===== src/rtl/shuffle_sched_if.sv =====
// Handshake and schedule bundle between the FFT front end and the shuffler sequencer.
// master = frame requester / observer, slave = the sequencing controller.
interface shuffle_sched_if #(
    parameter int NUM_STAGES = 3
);
    logic                  start;
    logic                  in_take;
    logic [NUM_STAGES-1:0] sel;
    logic                  out_valid;
    logic                  out_sof;
    logic                  done;
    logic                  busy;

    modport master (
        output start,
        input  in_take, sel, out_valid, out_sof, done, busy
    );

    modport slave (
        input  start,
        output in_take, sel, out_valid, out_sof, done, busy
    );
endinterface


===== src/rtl/shuffle_sched_ctrl.sv =====
// Sequencer for a cascade of basic_shuffler stages: frame counter, per-stage sel
// schedule aligned to data arrival, and output framing at the end of the cascade.
module shuffle_sched_ctrl #(
    parameter int LOG_N      = 4,
    parameter int NUM_STAGES = 3,
    parameter int STAGE_LAT  = 2
) (
    input  logic              clk,
    input  logic              rst_n,
    shuffle_sched_if.slave    bus
);
    localparam int L_TOT = NUM_STAGES * STAGE_LAT;
    localparam logic [LOG_N-1:0] LAST = '1;

    typedef enum logic {IDLE, RUN} state_t;

    typedef struct packed {
        logic             valid;
        logic             sof;
        logic [LOG_N-1:0] cnt;
    } tag_t;

    state_t           state, state_nxt;
    logic [LOG_N-1:0] cnt, cnt_nxt;
    tag_t             line [1:L_TOT];
    tag_t             tap  [0:L_TOT];
    logic [NUM_STAGES-1:0] sel_q, sel_d;
    logic             run;

    assign run = (state == RUN);

    // NOTE: every variable gets a default first, so no path can infer a latch.
    always_comb begin
        state_nxt = state;
        cnt_nxt   = cnt;
        case (state)
            IDLE: begin
                cnt_nxt = '0;
                if (bus.start) state_nxt = RUN;
            end
            RUN: begin
                if (cnt == LAST) begin
                    cnt_nxt   = '0;
                    state_nxt = bus.start ? RUN : IDLE;
                end else begin
                    cnt_nxt = cnt + LOG_N'(1);
                end
            end
            default: begin
                state_nxt = IDLE;
                cnt_nxt   = '0;
            end
        endcase
    end

    // tap[d] is the tag of the sample that entered d cycles ago; tap[0] is live.
    always_comb begin
        tap[0] = '{valid: run, sof: run && (cnt == '0), cnt: cnt};
        for (int i = 1; i <= L_TOT; i++) tap[i] = line[i];
    end

    // Each sel is registered one tap early so it lines up with data at its stage.
    assign sel_d[0] = (state_nxt == RUN) && cnt_nxt[LOG_N-1];
    for (genvar k = 1; k < NUM_STAGES; k++) begin : g_sel
        assign sel_d[k] = tap[k*STAGE_LAT-1].valid && tap[k*STAGE_LAT-1].cnt[LOG_N-1-k];
    end

    // NOTE: sequential state uses non-blocking assignments so all registers update together.
    // NOTE: the tag line is reset too, because a reset must drop every in-flight sample.
    always_ff @(posedge clk or negedge rst_n) begin
        if (!rst_n) begin
            state <= IDLE;
            cnt   <= '0;
            sel_q <= '0;
            for (int i = 1; i <= L_TOT; i++) line[i] <= '0;
        end else begin
            state <= state_nxt;
            cnt   <= cnt_nxt;
            sel_q <= sel_d;
            for (int i = 1; i <= L_TOT; i++) line[i] <= tap[i-1];
        end
    end

    always_comb begin
        bus.busy = run;
        for (int i = 1; i <= L_TOT; i++) bus.busy = bus.busy | line[i].valid;
    end

    assign bus.in_take   = run;
    assign bus.sel       = sel_q;
    assign bus.out_valid = line[L_TOT].valid;
    assign bus.out_sof   = line[L_TOT].valid && line[L_TOT].sof;
    assign bus.done      = line[L_TOT].valid && (line[L_TOT].cnt == LAST);
endmodule


===== src/flat_wrapper.sv =====
// flat-port wrapper written by rule: the top's interface ports become plain ports
module shuffle_sched_ctrl_flat 
#(
    parameter int LOG_N      = 4,
    parameter int NUM_STAGES = 3,
    parameter int STAGE_LAT  = 2
)
  (clk, rst_n, bus_start, bus_in_take, bus_sel, bus_out_valid, bus_out_sof, bus_done, bus_busy);
  shuffle_sched_if #(.NUM_STAGES(NUM_STAGES)) bus_i ();
  input  logic clk;
  input  logic rst_n;
  input wire logic [$bits(bus_i.start)-1:0] bus_start;
  output wire logic [$bits(bus_i.in_take)-1:0] bus_in_take;
  output wire logic [$bits(bus_i.sel)-1:0] bus_sel;
  output wire logic [$bits(bus_i.out_valid)-1:0] bus_out_valid;
  output wire logic [$bits(bus_i.out_sof)-1:0] bus_out_sof;
  output wire logic [$bits(bus_i.done)-1:0] bus_done;
  output wire logic [$bits(bus_i.busy)-1:0] bus_busy;
  assign bus_i.start = bus_start;
  assign bus_in_take = bus_i.in_take;
  assign bus_sel = bus_i.sel;
  assign bus_out_valid = bus_i.out_valid;
  assign bus_out_sof = bus_i.out_sof;
  assign bus_done = bus_i.done;
  assign bus_busy = bus_i.busy;
  shuffle_sched_ctrl #(.LOG_N(LOG_N), .NUM_STAGES(NUM_STAGES), .STAGE_LAT(STAGE_LAT)) u_core (.clk(clk), .rst_n(rst_n), .bus(bus_i));
endmodule

===== config.mk =====
export PLATFORM = sky130hd
export DESIGN_NAME = shuffle_sched_ctrl_flat
export DESIGN_NICKNAME = d
export VERILOG_FILES = /design/src/rtl/shuffle_sched_if.sv /design/src/rtl/shuffle_sched_ctrl.sv /design/src/flat_wrapper.sv
export SDC_FILE = /design/constraint.sdc
export NUM_CORES = 1
export LEC_CHECK = 0
export BUFFER_PORTS_ARGS = -buffer_cell sky130_fd_sc_hd__buf_2
export CORE_ASPECT_RATIO = 0.9
export CORE_UTILIZATION = 35
export CTS_BUF_LIST = sky130_fd_sc_hd__clkbuf_8
export DETAILED_ROUTE_END_ITERATION = 8
export HOLD_SLACK_MARGIN = 0.15
export PLACE_DENSITY = 0.53
export SLEW_MARGIN = 20
export SYNTH_ARGS = -nofsm -noshare
export SYNTH_HDL_FRONTEND = slang
export SYNTH_SLANG_ARGS = --single-unit

===== constraint.sdc =====
create_clock -name clk -period 1.6 [get_ports clk]
set_input_delay 0.16 -clock clk [delete_from_list [all_inputs] [get_ports clk]]
set_output_delay 0.16 -clock clk [all_outputs]
set_load 0.02 [all_outputs]

Word level (Yosys, flattened, before mapping). Index checks and enable logic that the tools add are counted.

Flip-flop bits (word level): 44. Latch bits: 0. Memory bits (writable): 0. Memory bits (read-only): 0. Bits of input ports: 3. Logic and storage cells: 43. Memories: 0.

Add/sub/neg operators: 1. $mul: 0. Divide/modulo/power cells: 0. $lt $le $gt $ge: 0. Equal/unequal tests: 2. Shift-type cells: 0. Muxes and demuxes: 5. Bitwise gates (word level): 7. Reductions and logical operators: 7.

Operators by type and width (number): equality test 4 bit, second input constant (2); case mux 4 bit (2 select lines) (1); logical AND 1 bit (6); bitwise OR 1 bit (6); adder 4 x 1 -> 4 bit, second input constant (1); zero test 4 bit (1); two-way mux 4 bit (1); two-way mux 1 bit (2); case mux 1 bit (2 select lines) (1); NOT 1 bit (1).

Longest topological paths before layout. Gate-level depths: netlist of the first run.

Depth in word-level cells: 6. Mapped depth: 4. Depth with buffers taken out: 4.

Worst setup path after synthesis of the first run. Ideal clock, no wire load.

Path type: reg2reg. Start: register u_core.cnt[0]. End: register u_core.sel_q[0], in the netlist u_core.bus.sel[0]. Library setup time: 0.078 ns. Data arrival time: 1.066 ns. Data required time: 1.522 ns. Slack: 0.456 ns. Cell stages (with the launch flop): 4. Buffers on the path: 0. Clock period less this slack: 1.144 ns. Cell sequence: dfrtp_1 > inv_2 > or4_4 > a21boi_1.

Word-level cells in the longest chain between the ends: 4. Elaborated cells on any way between the ends: 7. Those cells by class: 1 x add/sub; 1 x eq/ne; 4 x mux; 1 x reduce/logical.

RTL lines: from (decl) (line shuffle_sched_ctrl.sv:24) `logic [LOG_N-1:0] cnt, cnt_nxt;`; from (signal assigned) (line shuffle_sched_ctrl.sv:78) `cnt <= cnt_nxt;`; adder 4 x 1 -> 4 bit / equality test 4 bit (equally long branches) (line shuffle_sched_ctrl.sv:46, shuffle_sched_ctrl.sv:42); two-way mux 4 bit / two-way mux 1 bit (equally long branches) (line shuffle_sched_ctrl.sv:42) `if (cnt == LAST) begin`; case mux 4 bit (2 select lines) / case mux 1 bit (2 select lines) (equally long branches) (line shuffle_sched_ctrl.sv:36) `case (state)`; logical AND 1 bit (*) (line shuffle_sched_ctrl.sv:63) `assign sel_d[0] = (state_nxt == RUN) && cnt_nxt[LOG_N-1];`; via u_core.sel_d[0] (line shuffle_sched_ctrl.sv:27) `logic [NUM_STAGES-1:0] sel_q, sel_d;`; to (signal assigned) (line shuffle_sched_ctrl.sv:79) `sel_q <= sel_d;`; to (decl) (line shuffle_sched_ctrl.sv:27).

Mark *: on every way through the listed nets, which the timed path passes. The rest lies on a longest branch.

Final worst setup path of the first run.
Start: register u_core.state, in the netlist u_core.bus.in_take. End: output bus_busy.

Word-level cells in the longest chain between the ends: 6.

RTL lines: from (decl) (line shuffle_sched_ctrl.sv:23) `state_t state, state_nxt;`; from (signal assigned) (line shuffle_sched_ctrl.sv:77) `state <= state_nxt;`; bitwise OR 1 bit (6 in a row) (line shuffle_sched_ctrl.sv:86) `for (int i = 1; i <= L_TOT; i++) bus.busy = bus.busy | line[i].valid;`; to (decl) (line flat_wrapper.sv:18) `output wire logic [$bits(bus_i.busy)-1:0] bus_busy;`.

Every way passes these cells.

==> impl_metrics.yaml, run 1 <==
placement:
  routabilityCongestion: 0.679
  dp_slack_ns: 0.369
  io_buffers: 10
  dp_hpwl_um: 1010
  place_area_um2: 1390
worst_setup_path:
  cp-startpoint: "u_core.bus.in_take$_DFF_PN0_"
  timing.rr.end: "u_core.cnt[3]$_DFF_PN0_"
  cp_data_required_time_ns: 1.44
  r2r_setup_slack_ns: 0.36
  crit_path_start_kind: "flop"
  cp_max_fo: 9
  crit_arrival_ns: 1.26
  r2r_start: "u_core.cnt[0]$_DFF_PN0_"
  critical_path_class: "reg2out"
  r2r_cells: 3
  cp-end-kind: "primary output"
grt:
  grt_max_degree: 29
  grt_antenna_before_repair: 0
  grt_pass1_wl_um: 2520
  grt_pass1_vias: 566
  grtUsageMet1_pct: 10.7
  use_met2_pct: 14.1
  grt_most_used_layer: "met2"
  grt-ovfl-total: 0
  grt_util_met3_pct: 5.77
  grt_usage_pct: 9.59
sta:
  final_max_slew_viol_count: 0
  clock.fmax_ghz: 0.705
  period_needed_ns: 1.42
  skew_ns: 0.00758
  finalSetupViolCount: 0
  fin_crit_sh_pct: 88.6
  slew_headroom_pct: 62.7
  finalSetupTns_ns: 0
  rsz0062_at_grt: "false"
  hold_viol_final: 0
  worst_pin_slew_ns: 0.560
  worst_slack_ns: 0.182
min_path:
  min_to: "u_core.line[15]$_DFF_PN0_"
  holdPathStages: 0
  hp-class: "reg2reg"
  hold_start: "u_core.line[21]$_DFF_PN0_"
routing:
  routed_wl_um: 1490
  drt_iter0_drc: 44
  vias: 564
  wl_per_cell_um: 10.9
  route.detailed.drc: 0
  firstDrtPassIters: 4
  drtAntennaViolNets: 0
  viasPerCell: 4.12
cts:
  cts_sinks: 44
  cts_inserted_buffers: 5
  cts_tree: "done"
  clock_tree.buffer_depth: 2
  clk_pin_slew_ns: 0.08
  cts_root_buf: "clkbuf_8"
  post_cts_buffers: 0
  clk_latency_ns: 0.29
  ctsHtreeMaxLevel: 2
logic_synthesis:
  synth_cell_type_count: 16
  yosysTopAreaCell: "dfrtp_1"
  synthTopCellsByArea: "dfrtp_1, and2_1, ha_1"
  syn_area_per_cell_um2: 17.6
  yosysTopAreaCellShare_pct: 86.8
  syn_inst: 72
  yosys_warnings: 0
  syn_area_um2: 1270
  synth_nets: 77
  yosys_register_bits: 44
  seq_area_frac_synth_pct: 86.8
power_and_ir_drop:
  power_leakage_uw: 0.000692
  power.total_uw: 2780
  peakVddDrop_uv: 758
  power.density_nw_per_um2: 1870
floorplanning:
  die_y_um: 59.1
  die_w_um: 65.5
  core-area_um2: 3430
  ios: 11
  dieArea_um2: 3870
  rows: 20
  initial_core_util_pct: 37.0
run_status:
  status: "completed"
flow_run:
  maxCapViolCount: 0
final_layout:
  final_area_um2: 1490
  syn2layout_area_growth_pct: 17.5
  antennaDiodeCount: 0
  drive_gt1_share_pct: 22.6
  layout.nets: 98
  fill_cells: 309
worst max path at each step:
stage,end,slack [ns],depth (start not counted)
2_1_floorplan,u_core.bus.sel[0]$_DFF_PN0_,0.46,3
3_3_place_gp,u_core.bus.sel[0]$_DFF_PN0_,0.42,3
3_5_place_dp,u_core.bus.sel[0]$_DFF_PN0_,0.37,3
4_1_cts,bus_busy,0.18,3
5_1_grt,bus_busy,0.12,3
6_report,bus_busy,0.18,3
layout by cell type, fill, tap and decap left out:
master / Yosys / layout
and2_1: 5 / 5
ha_1: 2 / 2
nor2_1: 2 / 2
clkinv_2: 0 / 1
inv_2: 1 / 1
xor2_1: 1 / 1
nand2b_1: 1 / 1
inv_1: 2 / 2
o21ai_1: 1 / 1
a21oi_1: 1 / 1
a21boi_1: 2 / 2
buf_4: 0 / 2
or4_4: 1 / 1
dfrtp_1: 44 / 44
buf_2: 0 / 10
clkinvlp_4: 0 / 1
clkbuf_8: 0 / 5
nand3_1: 2 / 2
dlygate4sd3_1: 0 / 2
nor4_1: 1 / 1
nor3_1: 2 / 2
nand2_1: 4 / 4
sequential cells by signal, summed over array words and instances (netlist names):
signal,flops
u_core.line,35
u_core.bus.out_valid,1
u_core.bus.in_take,1
u_core.cnt,4
u_core.bus.sel,3
power breakdown:
part | switching, uW | internal [uW]
clock | 339 | 295
sequential | 176 | 1570
combinational | 232 | 174
metal layers:
metal | up-vias | wire (um) | share of wire [%]
met4 | 0 | 6 | 0.40
li1 | 267 | - | -
met1 | 277 | 685 | 46
met2 | 18 | 691 | 46
met3 | 2 | 109 | 7.3
met5 | - | 0 | 0
timing repair:
action / in CTS / in global routing
hold endpoints to repair: 27 / 0
hold buffers: 2 / 0
gates resized for setup: 0 / 0
per-stage QoR:
step                utilization [%]  hold WS, ns  cells
finish                         43.5        0.342    137
global route                   43.5        0.348    137
CTS                            43.5        0.346    137
detailed placement             40.5        0.192    128
global placement               40.5        0.188    128
floorplan                         -       -0.136     72
layout make-up:
cell class                      count  area, um^2  area share [%]
Sequential cell                    44        1100            73.9
Multi-Input combinational cell     25         156            10.5
Timing Repair Buffer               14        85.1            5.71
Clock buffer                        5        68.8            4.62
Tap cell                           44        55.1            3.69
Clock inverter                      2        12.5           0.840
Inverter                            3        11.3           0.756
logic make-up (layout without fill, tap and decap cells):
kind of cell | after synthesis | count (layout) | synth area share, %
AND/OR/NAND/NOR | 18 | 18 | 7.69
flip-flops | 44 | 44 | 86.8
AO/OA/AOI/OAI | 4 | 4 | 1.97
adder cells (fa/ha/maj) | 2 | 2 | 1.97
buffers and inverters | 3 | 24 | 0.888
XOR/XNOR | 1 | 1 | 0.690
synthesized netlist by cell type (all sizes together):
master and number:
a21oi 1, or4 1, nand3 2, and2 5, xor2 1, ha 2, nand2 4, nor2 2
inv 3, dfrtp 44, a21boi 2, nand2b 1, o21ai 1, nor4 1, nor3 2
critical path, cell delays in order (launching register included):
cell and delay [ns]:
dfrtp_1 0.47, nor3_1 0.27, nand2_1 0.07, buf_2 0.16
No activity file was read; power rests on OpenSTA's default activity.
==> inputs of run 2 (changes only) <==
CTS_BUF_LIST = sky130_fd_sc_hd__clkbuf_16   (was sky130_fd_sc_hd__clkbuf_8)
PLACE_DENSITY = not set   (was 0.53)
PLACE_DENSITY_LB_ADDON = 0.05   (was not set)
==> impl_metrics.yaml, run 2 (synthesis results as in run 1) <==
final_layout:
  largest_reg_flops: 35
  finalNonFillerCells: 137
  drive_gt1_share_pct: 21.5
  post-route-util_pct: 45.1
  antennaDiodeCount: 0
  layout.nets: 97
  top_register: "u_core.line"
  final_common_cell: "dfrtp_1"
  syn2layout_area_growth_pct: 21.8
  final_cell_mix: "dfrtp_1, buf_2, and2_1, clkbuf_16, nand2_1"
sta:
  finalSetupTns_ns: 0
  slew_headroom_pct: 65.3
  clock.fmax_ghz: 0.722
  finalSetupViolCount: 0
  rsz0062_at_grt: "false"
  final_max_slew_viol_count: 0
  holdWs_ns: 0.345
  skew_ns: 0.00176
  worst_pin_slew_ns: 0.520
  period_needed_ns: 1.39
  hold_viol_final: 0
  fin_crit_sh_pct: 86.6
cts:
  ctsHtreeMaxLevel: 2
  cts_tree: "done"
  cts_hold_buf: 2
  clk_latency_ns: 0.28
  post_cts_resized: 0
  cts_sinks: 44
  clock_tree.buffer_depth: 2
  cts_root_buf: "clkbuf_16"
  cts_inserted_buffers: 5
  clk_pin_slew_ns: 0.06
  post_cts_buffers: 0
worst_setup_path:
  cp_max_fo: 9
  r2r_setup_slack_ns: 0.37
  r2r_start: "u_core.cnt[0]$_DFF_PN0_"
  cp-end-kind: "primary output"
  r2r_cells: 3
  cp_data_required_time_ns: 1.44
  crit_arrival_ns: 1.23
  timing.rr.end: "u_core.cnt[3]$_DFF_PN0_"
  critical_path_class: "reg2out"
  crit_path_start_kind: "flop"
floorplanning:
  rows: 20
  dieArea_um2: 3870
  die_w_um: 65.5
  ios: 11
  initial_core_util_pct: 37.0
  core-area_um2: 3430
  die_y_um: 59.1
routing:
  drt_iter0_drc: 26
  route.detailed.drc: 0
  vias: 603
  wl_per_cell_um: 11.2
  viasPerCell: 4.40
  firstDrtPassIters: 4
  drtAntennaViolNets: 0
  routed_wl_um: 1530
grt:
  grt_usage_pct: 10.2
  grt_pass1_vias: 588
  grt_max_degree: 45
  grt_antenna_before_repair: 0
  grt-ovfl-total: 0
  grt_pass1_wl_um: 2660
run_status:
  status: "completed"
min_path:
  min_to: "u_core.line[19]$_DFF_PN0_"
  holdPathStages: 0
  hold_start: "u_core.line[25]$_DFF_PN0_"
  hp-class: "reg2reg"
placement:
  dp.cells: 127
  dp_hpwl_um: 988
  io_buffers: 10
  routabilityCongestion: 0.790
power_and_ir_drop:
  power.total_uw: 3110
  power_leakage_uw: 0.000710
  peakVddDrop_uv: 850
  power.density_nw_per_um2: 2010
flow_run:
  maxCapViolCount: 0
## run 2: changes by cell type in the layout (fill, tap and decap cells not counted)
cell | before | now
clkbuf_16 | 0 | 5
clkinv_1 | 0 | 1
clkinv_2 | 1 | 0
clkbuf_8 | 5 | 0
buf_4 | 2 | 1
clkinvlp_4 | 1 | 2
## run 2: worst max path at each step
| stage | endpoint | cells past startpoint | slack, ns | startpoint |
|---|---|---|---|---|
| final | bus_busy | 3 | 0.21 | u_core.bus.in_take$_DFF_PN0_ |
| after global routing | bus_busy | 3 | 0.08 | u_core.bus.in_take$_DFF_PN0_ |
| after floorplan | u_core.bus.sel[0]$_DFF_PN0_ | 3 | 0.46 | u_core.cnt[0]$_DFF_PN0_ |
| after detailed placement | u_core.cnt[3]$_DFF_PN0_ | 3 | 0.38 | u_core.cnt[0]$_DFF_PN0_ |
| after CTS | bus_busy | 3 | 0.19 | u_core.bus.in_take$_DFF_PN0_ |
| after global placement | u_core.bus.sel[0]$_DFF_PN0_ | 3 | 0.42 | u_core.cnt[0]$_DFF_PN0_ |
## run 2: metrics by stage
stage,worst slack [ns],instance area [um^2]
after global placement,0.424,1380
after floorplan,0.456,1270
final,0.215,1550
after detailed placement,0.383,1380
after global routing,0.0835,1550
after CTS,0.189,1550
## run 2: area by class of cell
cell class | count | area (um^2)
fill | 299 | 1880
sequential | 44 | 1100
multi-input combinational | 25 | 156
clock buffer | 5 | 125
timing repair buffer | 13 | 77.6
tap | 44 | 55.1
clock inverter | 3 | 18.8
inverter | 3 | 11.3
## run 2: critical path: stages (launching register included)
cell,delay [ns]
dfrtp_1,0.47
nor3_1,0.24
nand2_1,0.07
buf_2,0.16
## run 2: where the power goes
group	total, uW	internal [uW]	switching [uW]	leakage (uW)
Combinational	408	175	233	0.000131
Sequential	1750	1570	179	0.000516
Clock	948	571	377	0.0000635
Total	3110	2320	790	0.000710
## run 2: per-layer routing
| layer | up-vias | wire length, um | track usage [%] |
|---|---|---|---|
| met5 | - | 0 | 0 |
| met4 | 0 | 0 | 4.66 |
| met3 | 0 | 110 | 6.92 |
| met2 | 19 | 731 | 15.3 |
| met1 | 311 | 691 | 11.1 |
| li1 | 273 | - | - |
==> inputs of run 3 (changes only) <==
SETUP_SLACK_MARGIN = 0.4   (was not set)
==> impl_metrics.yaml, run 3 (synthesis results as in run 1) <==
floorplanning:
  rows: 20
  ios: 11
  die_w_um: 65.5
  core-area_um2: 3430
  dieArea_um2: 3870
  initial_core_util_pct: 37.0
  die_y_um: 59.1
final_layout:
  seqCellArea_um2: 1100
  top_register: "u_core.line"
  drive_gt1_share_pct: 30.5
  fill_cells: 290
  final_common_cell: "dfrtp_1"
  antennaDiodeCount: 0
  layout.nets: 99
  largest_reg_flops: 35
  final_cell_mix: "dfrtp_1, buf_2, and2_1, clkbuf_16"
  syn2layout_area_growth_pct: 26.1
  multiInputGateArea_um2: 179
worst_setup_path:
  cp-end-kind: "primary output"
  cp_max_fo: 2
  r2r_setup_slack_ns: 0.40
  path_delay_family: "flip-flops"
  cp_slowest_stage_delay_ns: 0.38
  crit_arrival_ns: 1.16
  critical_path_class: "reg2out"
  slowest_stage: "dfrtp_1"
  crit_buf_inv: 1
  crit_chain: "nor4_2 -> nand2_1 -> buf_6"
  cp_data_required_time_ns: 1.44
  crit_path_start_kind: "flop"
sta:
  period_needed_ns: 1.32
  fin_crit_sh_pct: 82.4
  rsz0062_at_grt: "true"
  finalSetupViolCount: 0
  slew_headroom_pct: 65.2
  hold_viol_final: 0
  holdWs_ns: 0.345
  skew_ns: 0.00140
  finalSetupTns_ns: 0
  final_max_slew_viol_count: 0
  clock.fmax_ghz: 0.758
  worst_pin_slew_ns: 0.523
power_and_ir_drop:
  peakVddDrop_uv: 840
  power.total_uw: 3180
  power_leakage_uw: 0.000726
  power.density_nw_per_um2: 1980
cts:
  clk_latency_ns: 0.28
  ctsHtreeMaxLevel: 2
  clock_tree.buffer_depth: 2
  cts_tree: "done"
  cts_sinks: 44
  cts_inserted_buffers: 5
  cts_root_buf: "clkbuf_16"
  clk_pin_slew_ns: 0.06
placement:
  routabilityCongestion: 0.790
  io_buffers: 10
  dp_hpwl_um: 988
grt:
  grt-ovfl-total: 0
  grt_max_degree: 45
  grtUsageMet1_pct: 10.5
  use_met2_pct: 15.8
  grt_pass1_vias: 594
  grt_util_met3_pct: 6.92
  grt_usage_pct: 10.1
  grt_pass1_wl_um: 2640
  grt_most_used_layer: "met2"
  grt_antenna_before_repair: 0
routing:
  routed_wl_um: 1550
  wl_per_cell_um: 11.2
  route.detailed.drc: 0
  firstDrtPassIters: 4
  vias: 606
  viasPerCell: 4.36
  drt_iter0_drc: 27
  drtAntennaViolNets: 0
min_path:
  hp-class: "reg2reg"
run_status:
  status: "completed"
flow_run:
  maxCapViolCount: 0
-- run 3: cell types whose count changed in the layout (fill, tap and decap cells not counted), sizes merged --
cell,previous run,this run
buf,11,13
-- run 3: metrics by stage --
step | setup WS [ns] | instances | area, um^2 | utilization (%)
after floorplan | 0.456 | 72 | 1270 | -
after global placement | 0.424 | 127 | 1380 | 40.3
after detailed placement | 0.383 | 127 | 1380 | 40.3
after CTS | 0.254 | 139 | 1570 | 45.8
after global routing | 0.201 | 139 | 1600 | 46.7
final | 0.281 | 139 | 1600 | 46.7
-- run 3: where the power goes --
part	internal, uW	total (uW)	switching [uW]	leakage, uW
Combinational	217	478	261	0.000148
Sequential	1570	1750	175	0.000515
Clock	571	950	379	0.0000635
-- run 3: repair_timing --
item,in CTS,in global routing
buffers inserted,2,0
gates cloned,0,0
hold buffers,2,0
resized for setup,3,9
hold endpoints to repair,45,0
pin swaps,1,2
setup endpoints to repair,3,5
-- run 3: final cells by class --
type                       instances  area share, %
sequential                        44           69.0
multi-input combinational         25           11.2
clock buffer                       5           7.82
timing repair buffer              15           6.72
tap                               44           3.44
clock inverter                     3           1.17
inverter                           3          0.704
-- run 3: worst paths after layout --
check | start | to | cells after the start
worst max-delay path | u_core.line[17]$_DFF_PN0_ | bus_busy | 3
worst min-delay path | u_core.line[25]$_DFF_PN0_ | u_core.line[19]$_DFF_PN0_ | 0
worst max register to register | u_core.cnt[0]$_DFF_PN0_ | u_core.cnt[3]$_DFF_PN0_ | 3
worst min register to register | u_core.line[25]$_DFF_PN0_ | u_core.line[19]$_DFF_PN0_ | 0
max in group asynchronous | rst_n | u_core.bus.in_take$_DFF_PN0_ | 3
min in group asynchronous | rst_n | u_core.line[10]$_DFF_PN0_ | 3
-- run 3: layer usage --
layer | share of wire (%) | vias up
met5 | 0 | -
met4 | 1.4 | 0
met3 | 6.3 | 3
met2 | 48 | 15
met1 | 45 | 311
li1 | - | 277
